[src/rtl/alu2_sequencer_if.sv]
// alu2_sequencer_if
// Groups the two buses of the sequencer:
//   - instruction handshake: instr_valid / instr_data in, instr_ready out
//   - ALU drive/return lines: i1,i0,a1,a0,b1,b0 out, f1,f0,error in
// master : host + external ALU side (drives instructions and ALU results)
// slave  : the sequencer
interface alu2_sequencer_if;
    logic       instr_valid;
    logic [3:0] instr_data;     // [3:2] = op, [1:0] = b
    logic       instr_ready;
    logic       i1, i0;
    logic       a1, a0;
    logic       b1, b0;
    logic       f1, f0;
    logic       error;

    modport master (
        output instr_valid, instr_data, f1, f0, error,
        input  instr_ready, i1, i0, a1, a0, b1, b0
    );

    modport slave (
        input  instr_valid, instr_data, f1, f0, error,
        output instr_ready, i1, i0, a1, a0, b1, b0
    );
endinterface

[src/rtl/alu2_sequencer.sv]
// alu2_sequencer
// Buffers a host-written program of {op, b} instructions and runs it against
// an external 2-bit combinational ALU, with a 2-bit accumulator as operand a.
// Each instruction takes two cycles: ISSUE drives op/b onto the ALU lines,
// CAPTURE samples f back into the accumulator. An add overflow or subtract
// underflow halts the sequencer with a sticky error until clear.
// Ports:
//   clk, rst_n     clock, asynchronous active-low reset
//   start          begin execution (honoured only in IDLE)
//   acc_init       accumulator value loaded on an accepted start
//   clear          leave HALT, clear the error, flush the buffer
//   bus            instruction handshake + ALU lines (slave modport)
//   acc            accumulator
//   busy           high while in ISSUE or CAPTURE
//   done           one-cycle pulse when the program completes
//   err_flag       sticky error
//   err_op         op that raised the error
module alu2_sequencer #(
    parameter int DEPTH = 4,
    parameter int PTR_W = 2
) (
    input  logic                   clk,
    input  logic                   rst_n,
    input  logic                   start,
    input  logic [1:0]             acc_init,
    input  logic                   clear,
    alu2_sequencer_if.slave        bus,
    output logic [1:0]             acc,
    output logic                   busy,
    output logic                   done,
    output logic                   err_flag,
    output logic [1:0]             err_op
);
    localparam int CNT_W = PTR_W + 1;
    localparam logic [CNT_W-1:0] FULL_COUNT = CNT_W'(DEPTH);

    typedef enum logic [1:0] {
        IDLE    = 2'd0,
        ISSUE   = 2'd1,
        CAPTURE = 2'd2,
        HALT    = 2'd3
    } state_t;

    state_t           state_reg;
    logic [3:0]       mem [DEPTH];
    logic [PTR_W-1:0] rd_ptr_reg;
    logic [PTR_W-1:0] wr_ptr_reg;
    logic [CNT_W-1:0] count_reg;

    logic             wr_en;
    logic             pop;
    logic             flush;
    logic             buf_empty;

    // Ready already excludes HALT, so a handshake is always a legal write.
    assign bus.instr_ready = (count_reg != FULL_COUNT) && (state_reg != HALT);
    assign wr_en           = bus.instr_valid && bus.instr_ready;
    assign pop             = (state_reg == ISSUE);
    assign flush           = (state_reg == HALT) && clear;
    assign buf_empty       = (count_reg == '0);

    // Operand a is the accumulator itself.
    assign bus.a1 = acc[1];
    assign bus.a0 = acc[0];

    // Instruction storage; head is read with a register stage in ISSUE.
    always_ff @(posedge clk or negedge rst_n) begin
        if (!rst_n) begin
            for (int k = 0; k < DEPTH; k++) begin
                mem[k] <= '0;
            end
        end else if (wr_en) begin
            mem[wr_ptr_reg] <= bus.instr_data;
        end
    end

    // Pointers wrap naturally at PTR_W bits; a simultaneous write and pop
    // leaves the count unchanged.
    always_ff @(posedge clk or negedge rst_n) begin
        if (!rst_n) begin
            rd_ptr_reg <= '0;
            wr_ptr_reg <= '0;
            count_reg  <= '0;
        end else if (flush) begin
            rd_ptr_reg <= '0;
            wr_ptr_reg <= '0;
            count_reg  <= '0;
        end else begin
            if (wr_en) begin
                wr_ptr_reg <= wr_ptr_reg + PTR_W'(1);
            end
            if (pop) begin
                rd_ptr_reg <= rd_ptr_reg + PTR_W'(1);
            end
            case ({wr_en, pop})
                2'b10:   count_reg <= count_reg + CNT_W'(1);
                2'b01:   count_reg <= count_reg - CNT_W'(1);
                default: count_reg <= count_reg;
            endcase
        end
    end

    // Control FSM with registered outputs.
    always_ff @(posedge clk or negedge rst_n) begin
        if (!rst_n) begin
            state_reg <= IDLE;
            acc       <= '0;
            bus.i1    <= 1'b0;
            bus.i0    <= 1'b0;
            bus.b1    <= 1'b0;
            bus.b0    <= 1'b0;
            busy      <= 1'b0;
            done      <= 1'b0;
            err_flag  <= 1'b0;
            err_op    <= '0;
        end else begin
            done <= 1'b0;
            case (state_reg)
                IDLE: begin
                    busy <= 1'b0;
                    if (start) begin
                        acc <= acc_init;
                        if (buf_empty) begin
                            done <= 1'b1;
                        end else begin
                            state_reg <= ISSUE;
                            busy      <= 1'b1;
                        end
                    end
                end
                ISSUE: begin
                    {bus.i1, bus.i0} <= mem[rd_ptr_reg][3:2];
                    {bus.b1, bus.b0} <= mem[rd_ptr_reg][1:0];
                    state_reg        <= CAPTURE;
                    busy             <= 1'b1;
                end
                CAPTURE: begin
                    // Error only matters for add/sub, i.e. op[1] set.
                    if (bus.error && bus.i1) begin
                        err_flag  <= 1'b1;
                        err_op    <= {bus.i1, bus.i0};
                        state_reg <= HALT;
                        busy      <= 1'b0;
                    end else begin
                        acc <= {bus.f1, bus.f0};
                        if (buf_empty) begin
                            state_reg <= IDLE;
                            busy      <= 1'b0;
                            done      <= 1'b1;
                        end else begin
                            state_reg <= ISSUE;
                            busy      <= 1'b1;
                        end
                    end
                end
                HALT: begin
                    busy <= 1'b0;
                    if (clear) begin
                        err_flag  <= 1'b0;
                        err_op    <= '0;
                        state_reg <= IDLE;
                    end
                end
                default: begin
                    state_reg <= IDLE;
                    busy      <= 1'b0;
                end
            endcase
        end
    end
endmodule

[src/flat_wrapper.sv]
// flat-port wrapper written by rule: the top's interface ports become plain ports
module alu2_sequencer_flat 
#(
    parameter int DEPTH = 4,
    parameter int PTR_W = 2
)
  (clk, rst_n, start, acc_init, clear, acc, busy, done, err_flag, err_op, bus_instr_valid, bus_instr_data, bus_f1, bus_f0, bus_error, bus_instr_ready, bus_i1, bus_i0, bus_a1, bus_a0, bus_b1, bus_b0);
  alu2_sequencer_if bus_i ();
  input  logic clk;
  input  logic rst_n;
  input  logic start;
  input  logic [1:0] acc_init;
  input  logic clear;
  output logic [1:0] acc;
  output logic busy;
  output logic done;
  output logic err_flag;
  output logic [1:0] err_op;
  input wire logic [$bits(bus_i.instr_valid)-1:0] bus_instr_valid;
  input wire logic [$bits(bus_i.instr_data)-1:0] bus_instr_data;
  input wire logic [$bits(bus_i.f1)-1:0] bus_f1;
  input wire logic [$bits(bus_i.f0)-1:0] bus_f0;
  input wire logic [$bits(bus_i.error)-1:0] bus_error;
  output wire logic [$bits(bus_i.instr_ready)-1:0] bus_instr_ready;
  output wire logic [$bits(bus_i.i1)-1:0] bus_i1;
  output wire logic [$bits(bus_i.i0)-1:0] bus_i0;
  output wire logic [$bits(bus_i.a1)-1:0] bus_a1;
  output wire logic [$bits(bus_i.a0)-1:0] bus_a0;
  output wire logic [$bits(bus_i.b1)-1:0] bus_b1;
  output wire logic [$bits(bus_i.b0)-1:0] bus_b0;
  assign bus_i.instr_valid = bus_instr_valid;
  assign bus_i.instr_data = bus_instr_data;
  assign bus_i.f1 = bus_f1;
  assign bus_i.f0 = bus_f0;
  assign bus_i.error = bus_error;
  assign bus_instr_ready = bus_i.instr_ready;
  assign bus_i1 = bus_i.i1;
  assign bus_i0 = bus_i.i0;
  assign bus_a1 = bus_i.a1;
  assign bus_a0 = bus_i.a0;
  assign bus_b1 = bus_i.b1;
  assign bus_b0 = bus_i.b0;
  alu2_sequencer #(.DEPTH(DEPTH), .PTR_W(PTR_W)) u_core (.clk(clk), .rst_n(rst_n), .start(start), .acc_init(acc_init), .clear(clear), .bus(bus_i), .acc(acc), .busy(busy), .done(done), .err_flag(err_flag), .err_op(err_op));
endmodule
[config.mk]
export PLATFORM = sky130hd
export DESIGN_NAME = alu2_sequencer_flat
export DESIGN_NICKNAME = d
export VERILOG_FILES = /design/src/rtl/alu2_sequencer_if.sv /design/src/rtl/alu2_sequencer.sv /design/src/flat_wrapper.sv
export SDC_FILE = /design/constraint.sdc
export NUM_CORES = 1
export LEC_CHECK = 0
export ABC_CLOCK_PERIOD_IN_PS = 2200
export CAP_MARGIN = 20
export CORE_MARGIN = 3
export CORE_UTILIZATION = 45
export DETAILED_ROUTE_END_ITERATION = 8
export PLACE_DENSITY = 0.76
export SETUP_SLACK_MARGIN = 0.1
export SLEW_MARGIN = 10
export SYNTH_ARGS = -nofsm -noshare
export SYNTH_HDL_FRONTEND = slang
export SYNTH_SLANG_ARGS = --single-unit
[constraint.sdc]
create_clock -name clk -period 2.2 [get_ports clk]
set_input_delay 0.44 -clock clk [delete_from_list [all_inputs] [get_ports clk]]
set_output_delay 0.44 -clock clk [all_outputs]
set_load 0.01 [all_outputs]
# Yosys cells after proc, flatten, opt, wreduce, memory -nomap -nowiden
# Cells that the tools add are included.
# word_totals
register_bits	36
latchBits	0
mem_bits_rw	0
romBits	0
inputBits	14
out_inout_bits	14
elab_cells	87
n_memories	0
# op_classes
addsub	4
multipliers	0
n_div	0
order_cmp	3
n_eq_ne	12
shift	0
muxes	34
n_bitwise	2
n_reduce_logical	15
# ops
operator	n
$mux W2	11
$bwmux W16	1
$mux W4	3
$ne A2 B2 Y1 const B	5
$mux W1	9
$reduce_and A3 Y1	3
$bmux W4 S2	1
$demux W4 S2	1
$pmux W2 S2	2
$pmux W2 S4	1
$reduce_bool A2 Y1	4
$eq A2 B2 Y1 const B	3
$ge A3 B3 Y1 const B	2
$not A2 Y3	2
$pmux W3 S2	1
$logic_and A1 B1 Y1	5
$add A2 B1 Y2 const B	2
$eq A2 B1 Y1 const B	2
$pmux W1 S2	2
$pmux W1 S4	1
$add A3 B1 Y3 const B	1
$logic_not A3 Y1	1
$lt A3 B1 Y1 const B	1
$mux W3	1
other kinds (5)	5

# Longest topological paths before layout
# Gate-level depths: netlist (run 1).
# depth
depth_word	6
depth_mapped	9
ltp_nobuf	8

# Worst setup path after synthesis (run 1)
# Ideal clock, no wire load.
# synth_timing
path_type	reg2reg
from	register u_core.count_reg[1]
to	register u_core.count_reg[2]
setup_time_ns	0.077
arrival_time_ns	2.334
slack_ns	-0.211
path_stages_with_launch	10
period_less_slack_ns	2.411
path_cell_list	dfrtp_1 or3b_1 buf_6 nand2_1 ha_1 inv_1 fa_1 xor2_1 or3_2 a21oi_1
# synth_between
elab_chain_cells	6
word_cells_on_any_way	10
cone_classes	add/sub (2); eq/ne (3); mux (2); reduce/logical (3)
# synth_lines
item	line_no	rtl
from (decl)	alu2_sequencer.sv:48	logic [CNT_W-1:0] count_reg;
from (signal assigned)	alu2_sequencer.sv:96	2'b10: count_reg <= count_reg + CNT_W'(1);
from (signal assigned)	alu2_sequencer.sv:97	2'b01: count_reg <= count_reg - CNT_W'(1);
from (signal assigned)	alu2_sequencer.sv:98	default: count_reg <= count_reg;
$ne A3 B3 Y1	alu2_sequencer.sv:56	assign bus.instr_ready = (count_reg != FULL_COUNT) && (state_reg != HALT);
$logic_and A1 B1 Y1	alu2_sequencer.sv:56	
$logic_and A1 B1 Y1	alu2_sequencer.sv:57	assign wr_en = bus.instr_valid && bus.instr_ready;
$eq A2 B1 Y1 / $eq A2 B2 Y1 (equally long branches)	alu2_sequencer.sv:95	case ({wr_en, pop})
$pmux W3 S2	alu2_sequencer.sv:95	
$mux W3	alu2_sequencer.sv:84	end else if (flush) begin
# Several ways; a longest one is shown, not always the timed one.
# A chain may end at the register's enable or synchronous reset.

# Worst setup path in the final report (run 1)
# layout_timing
from	register u_core.count_reg[0]
to	register u_core.count_reg[2]
# The elaborated chain is that of the path after synthesis.

==> run_results.csv, run 1 <==
group,metric,value,unit
setup_path,crit_buf_inv,1,
final_layout,layout-drive-gt1-share,0.286,
pwr,fin_total_pwr,3.52,mW
hold_path,min-delay-start,"u_core.err_flag",
logic_synthesis,syn_inst,145,
die,die_y,69.8,µm
logic_synthesis,ys_seq_area_frac,0.491,
timing,clock.fmax,482,MHz
setup_path,crit_slowest_cell,"or3b_4",
logic_synthesis,yosys.area.top_type_share,0.491,
final_layout,multi_input_area,897,µm²
detailed_routing,drt_iter0_drc,125,
final_layout,n_antenna_cell,0,
detailed_routing,dr_total_vias,1251,
die,core-area,0.00380,mm²
timing,slew_violations,0,
placed_design,dpl_worst_slack,-0.0964,ns
timing,fin_crit,2.07,ns
setup_path,worst_setup_path_start_kind,"flip-flop",
global_route,grt_pass1_wl,6620,µm
job,drv_cap,0,
clock_tree,clock_path_buffers,2,
timing,hold_viol,0,
clock_tree,cts-hold-fix-buffers,0,
timing,grt_setup_unrepaired,"yes",
pwr,power_density,1510,mW/mm²
outcome,status,"finished, final reports clean",
final_layout,final_cell_mix,"dfrtp_1 (36), clkdlybuf4s50_1 (26), mux2_4 (16)",
detailed_routing,met3WireLength,154,µm
detailed_routing,met2_length,1840,µm
detailed_routing,wl,3820,µm
logic_synthesis,synth_top_area_cell,"dfrtp_1",
setup_path,crit_family,"simple AND/OR/NAND/NOR gates",
setup_path,r2r-start,"u_core.count_reg[0]",
detailed_routing,ant_nets,0,
pwr,p_leak,1.06,nW
setup_path,crit_path_max_incr_delay,0.42,ns
global_route,grtUsageTotal,0.172,
die,fp.dieArea,0.00488,mm²
final_layout,areaGrowthSynthToFinish,27.1,%
final_layout,seqCellArea,901,µm²
detailed_routing,vias_per_cell,5.44,
logic_synthesis,ys_warn_count,0,
setup_path,cp.arrival,2.29,ns
timing,worst_pin_slew,0.511,ns
logic_synthesis,syn_nets,165,
clock_tree,path_clk_slew,0.07,ns
final_layout,post-route-util,0.614,
logic_synthesis,avgSynthCellArea,12.7,µm²
detailed_routing,drc_errors,0,
clock_tree,cts.sinks,36,
die,die-width,69.8,µm
detailed_routing,m1WireLength,1750,µm
placed_design,gp_congestion,0.707,
timing,skew,0.00666,ns
clock_tree,clock_latency,0.29,ns
clock_tree,postCtsSetupRepairBufs,0,
final_layout,largest_reg_flops,16,
die,initial_core_util,0.483,
timing,post-route-period-util,0.942,
logic_synthesis,synthTopCellsByArea,"dfrtp_1 (49%), mux2_4 (13%), mux2i_1 (4.4%), nand3_4 (3.8%), ha_1 (3.4%)",
global_route,grt_start_max_net_pins,37,
logic_synthesis,synth-seq-cells,36,
setup_path,crit_type,"reg -> reg",
logic_synthesis,netlist-cell-type-count,37,
setup_path,end_kind,"flip-flop",
detailed_routing,routedWlPerCell,16.6,µm
setup_path,startpoint,"u_core.count_reg[0]",
detailed_routing,drt_pre_antenna_iters,4,
detailed_routing,top_layer,"met4",
clock_tree,htree_num_levels,2,
die,pin_count,28,
clock_tree,cts_tree,"built",
setup_path,cp_max_fo,2,
placed_design,io_buffers,27,
die,rows,22,
final_layout,nFillCells,289,
setup_path,critPathRequiredTime,2.42,ns
logic_synthesis,syn_area,0.00183,mm²
timing,finalSetupViolations,0,
global_route,antenna_found_initial,0,
timing,setup_ws,0.127,ns
pwr,peakVddDrop,0.000693,V
global_route,grt_pass1_vias,1299,
global_route,overflow,0,
clock_tree,cts_buffers,5,
clock_tree,root_buffer,"clkbuf_8",
hold_path,worstHoldPathType,"reg -> reg",
placed_design,dp_hpwl,2710,µm
setup_path,cp_cell_sequence,"or3b_4 > nand2_4 > ha_4 > inv_2 > fa_2 > xor2_1 > or3_4 > a21oi_2",
final_layout,fin_nets,202,
timing,relSlewSlack,0.659,
final_layout,layout_commonest_cell,"dfrtp_1",
## synth_stat cells (all sizes together)
| master | count |
|---|---|
| o211ai | 1 |
| and4 | 1 |
| nor4 | 1 |
| a31oi | 1 |
| nor3 | 1 |
| xor2 | 2 |
| clkbuf | 1 |
| or3b | 1 |
| a21boi | 1 |
| nand3b | 1 |
| nand3 | 8 |
| a21bo | 1 |
| or3 | 1 |
| fa | 1 |
| o21ai | 9 |
| mux2 | 20 |
| inv | 8 |
| o2bb2ai | 1 |
| ha | 5 |
| nor3b | 2 |
| and3 | 1 |
| a311o | 1 |
| nor2 | 4 |
| nand2 | 9 |
| nand2b | 2 |
| mux2i | 8 |
| o221ai | 4 |
| a21oi | 6 |
| buf | 6 |
| or2 | 1 |
| dfrtp | 36 |
## power breakdown
| group | switching (mW) | total (mW) | internal, mW |
|---|---|---|---|
| Sequential | 0.261 | 1.26 | 0.996 |
| Clock | 0.228 | 0.507 | 0.279 |
| Combinational | 0.776 | 1.76 | 0.984 |
## repair_timing
action	4_1_cts	5_1_grt
gates resized for setup	2	1
endpoints found under the setup margin	2	2
pin swaps	0	0
gates cloned	0	0
## layer usage
metal	global-route usage	up-vias
met5	0	-
met4	0.0723	0
met3	0.0420	7
met2	0.273	30
met1	0.224	622
li1	-	592
## tightest hold or removal path, stage by stage, from the launching register on
cell and delay (ns):
dfrtp_1 0.34, nand2_1 0.05, o21ai_0 0.06
## final cells by class
| cell class | count | area share |
|---|---|---|
| Clock buffer | 7 | 0.0413 |
| Timing Repair Buffer | 37 | 0.149 |
| Sequential cell | 36 | 0.386 |
| Multi-Input combinational cell | 94 | 0.385 |
| Tap cell | 48 | 0.0258 |
| Inverter | 8 | 0.0129 |
## final timing paths
kind	endpoint	slack (ns)	cells past startpoint
hold / removal	u_core.err_flag	0.49	2
setup / recovery	u_core.count_reg[2]	0.13	8
max in group asynchronous	u_core.mem[0]	1.30	2
setup reg to reg	u_core.count_reg[2]	0.13	8
hold reg to reg	u_core.err_flag	0.49	2
min in group asynchronous	u_core.acc[1]	0.57	2
## kinds of logic (layout without fill, tap and decap cells)
group / after synthesis / in the layout / synth area share
AND/OR/NAND/NOR: 33 / 33 / 0.121
adder cells (fa/ha/maj): 6 / 6 / 0.0450
AO/OA/AOI/OAI: 25 / 25 / 0.0935
flip-flops: 36 / 36 / 0.491
XOR/XNOR: 2 / 2 / 0.00955
multiplexers: 28 / 28 / 0.199
buffers and inverters: 15 / 52 / 0.0402
## per-stage QoR
step                      std cells  cell area (µm²)  setup TNS (ns)  hold slack, ns
after floorplan                 145             1860               0           0.144
after global placement          223             2230         -0.0240           0.465
after detailed placement        223             2230         -0.0964           0.480
after CTS                       230             2330               0           0.497
after global routing            230             2330               0           0.515
final                           230             2330               0           0.485
Power figures use the tool's default switching activity.
==> run 2, diff against run 1 <==
ABC_CLOCK_PERIOD_IN_PS = 1900   (was 2200)
clock period = 1.9 ns   (was 2.2 ns; I/O delays follow)
==> run 2 against run 1 <==
  * The run now ends with setup timing left
  * Die area is the same
  * Power grew 20%
  * Via count grew 2.3%
  * Fmax shrank 1.5%
  * Utilization grew 1.4 points
  * Largest power group unchanged
  * Global-route usage shrank 0.36 points
  * Critical path depth is the same
  * Clock power grew 32%
  * Combinational power grew 20%
  * Clock skew grew 0.0043 ns
  * Critical path type unchanged
  * Sequential share of layout area shrank 0.83 points
  * Cell count grew 2.6%
==> run_results.csv, run 2 (same netlist as run 1, synthesis figures left out) <==
group,metric,value,unit
outcome,status,"finished with violations",
outcome,violations,"setup timing",
pwr,sw_frac_of_total,0.355,
setup_path,end_kind,"flip-flop",
die,die-width,69.8,µm
final_layout,n_antenna_cell,0,
job,drv_cap,0,
timing,hold_slack,0.492,ns
timing,finalSetupViolations,1,
placed_design,gp_congestion,0.758,
final_layout,layout-drive-gt1-share,0.314,
pwr,power_density,1780,mW/mm²
setup_path,critPathRequiredTime,2.12,ns
global_route,grt_pass1_vias,1363,
hold_path,min-delay-start,"u_core.err_flag",
setup_path,crit_type,"reg -> reg",
clock_tree,root_buffer,"clkbuf_8",
final_layout,design_area,0.00238,mm²
placed_design,dp_hpwl,2810,µm
detailed_routing,vias_per_cell,5.42,
final_layout,post-route-util,0.627,
detailed_routing,wl,3790,µm
pwr,p_leak,1.08,nW
clock_tree,clock_path_buffers,2,
clock_tree,path_clk_slew,0.07,ns
setup_path,worst_setup_path_start_kind,"flip-flop",
pwr,combPwrFrac,0.499,
global_route,grt_pass1_wl,6590,µm
setup_path,crit_slowest_cell,"or3b_4",
global_route,grt_start_max_net_pins,37,
setup_path,r2r-start,"u_core.count_reg[0]",
clock_tree,cts_tree,"built",
hold_path,worstHoldPathType,"reg -> reg",
die,fp.dieArea,0.00488,mm²
die,die_y,69.8,µm
setup_path,startpoint,"u_core.count_reg[0]",
die,initial_core_util,0.483,
die,rows,22,
detailed_routing,drc_errors,0,
detailed_routing,drt_iter0_drc,74,
clock_tree,cts_buffers,5,
detailed_routing,dr_total_vias,1280,
pwr,peakVddDrop,0.000876,V
detailed_routing,ant_nets,0,
final_layout,nFillCells,276,
clock_tree,cts.sinks,36,
placed_design,io_buffers,27,
setup_path,cp_max_fo,2,
global_route,overflow,0,
placed_design,dp.cells,226,
final_layout,areaGrowthSynthToFinish,29.9,%
placed_design,dpl-instance-area,0.00225,mm²
timing,hold_viol,0,
setup_path,crit_buf_inv,1,
timing,post-route-period-util,1.11,
pwr,fin_total_pwr,4.23,mW
clock_tree,htree_num_levels,2,
detailed_routing,drt_pre_antenna_iters,4,
timing,slew_violations,0,
timing,worst_pin_slew,0.498,ns
pwr,power.share.sequential,0.342,
setup_path,cp.arrival,2.33,ns
timing,clock.fmax,475,MHz
setup_path,cp_cell_sequence,"or3b_4 > nand2_4 > ha_4 > inv_2 > fa_2 > xor2_1 > or3_4 > a21oi_2",
final_layout,stdcell_count,236,
pwr,p_sw,1.50,mW
pwr,p_int,2.73,mW
timing,skew,0.0109,ns
global_route,grtUsageTotal,0.169,
placed_design,dpl_worst_slack,-0.380,ns
timing,setup_ws,-0.205,ns
die,pin_count,28,
setup_path,crit_family,"simple AND/OR/NAND/NOR gates",
detailed_routing,routedWlPerCell,16.1,µm
final_layout,layout_commonest_cell,"dfrtp_1",
timing,relSlewSlack,0.668,
final_layout,final_cell_mix,"dfrtp_1 (36), clkdlybuf4s50_1 (26), mux2_4 (16)",
setup_path,ff2ff_setup_slack,-0.20,ns
timing,fin_crit,2.10,ns
timing,grt_setup_unrepaired,"yes",
setup_path,crit_path_max_incr_delay,0.42,ns
clock_tree,clock_latency,0.30,ns
die,core-area,0.00380,mm²
final_layout,fin_nets,207,
timing,setup_tns,-0.205,ns
final_layout,largest_reg_flops,16,
pwr,clkPwrFrac,0.158,
global_route,antenna_found_initial,0,
[run 2: timing repair]
item,CTS,global route
hold buffers,0,0
endpoints found under the setup margin,3,3
cloned,0,0
pin swaps,1,1
gates resized for setup,3,3
setup buffers,1,1
[run 2: path summary, 6_finish.rpt]
check,to,cells past startpoint
setup / recovery,u_core.count_reg[2],8
hold / removal,u_core.err_flag,2
setup reg to reg,u_core.count_reg[2],8
hold reg to reg,u_core.err_flag,2
max in group asynchronous,u_core.state_reg[1],2
min in group asynchronous,u_core.mem[12],2
[run 2: power by group through the flow]
stage / Clock [mW] / Sequential (mW) / Combinational, mW
floorplan: 0 / 1.43 / 1.36
finish: 0.671 / 1.45 / 2.11
detailed placement: 0 / 1.45 / 2.07
global placement: 0 / 1.42 / 1.99
global route: 0.708 / 1.50 / 2.30
CTS: 0.677 / 1.44 / 2.10
[run 2: layout make-up]
cell class,instances,area [µm²],share of cell area
Clock buffer,5,68.8,0.0289
Clock inverter,3,42.5,0.0178
Multi-Input combinational cell,94,903,0.379
Timing Repair Buffer,42,378,0.159
Sequential cell,36,901,0.378
Tap cell,48,60.1,0.0252
Inverter,8,30.0,0.0126
[run 2: worst min-delay path, delay by kind of cell, from the launching register on]
| family | cells | cell delay [ns] |
|---|---|---|
| AOI/OAI and AO/OA | 1 | 0.06 |
| and+or+nand+nor | 1 | 0.05 |
| DFF | 1 | 0.35 |
[run 2: per-layer routing]
layer | vias to the layer above | track usage | wire [µm]
met5 | - | 0 | 0
met4 | 0 | 0.0617 | 60
met3 | 7 | 0.0391 | 142
met2 | 27 | 0.290 | 1950
met1 | 648 | 0.205 | 1640
li1 | 598 | - | -
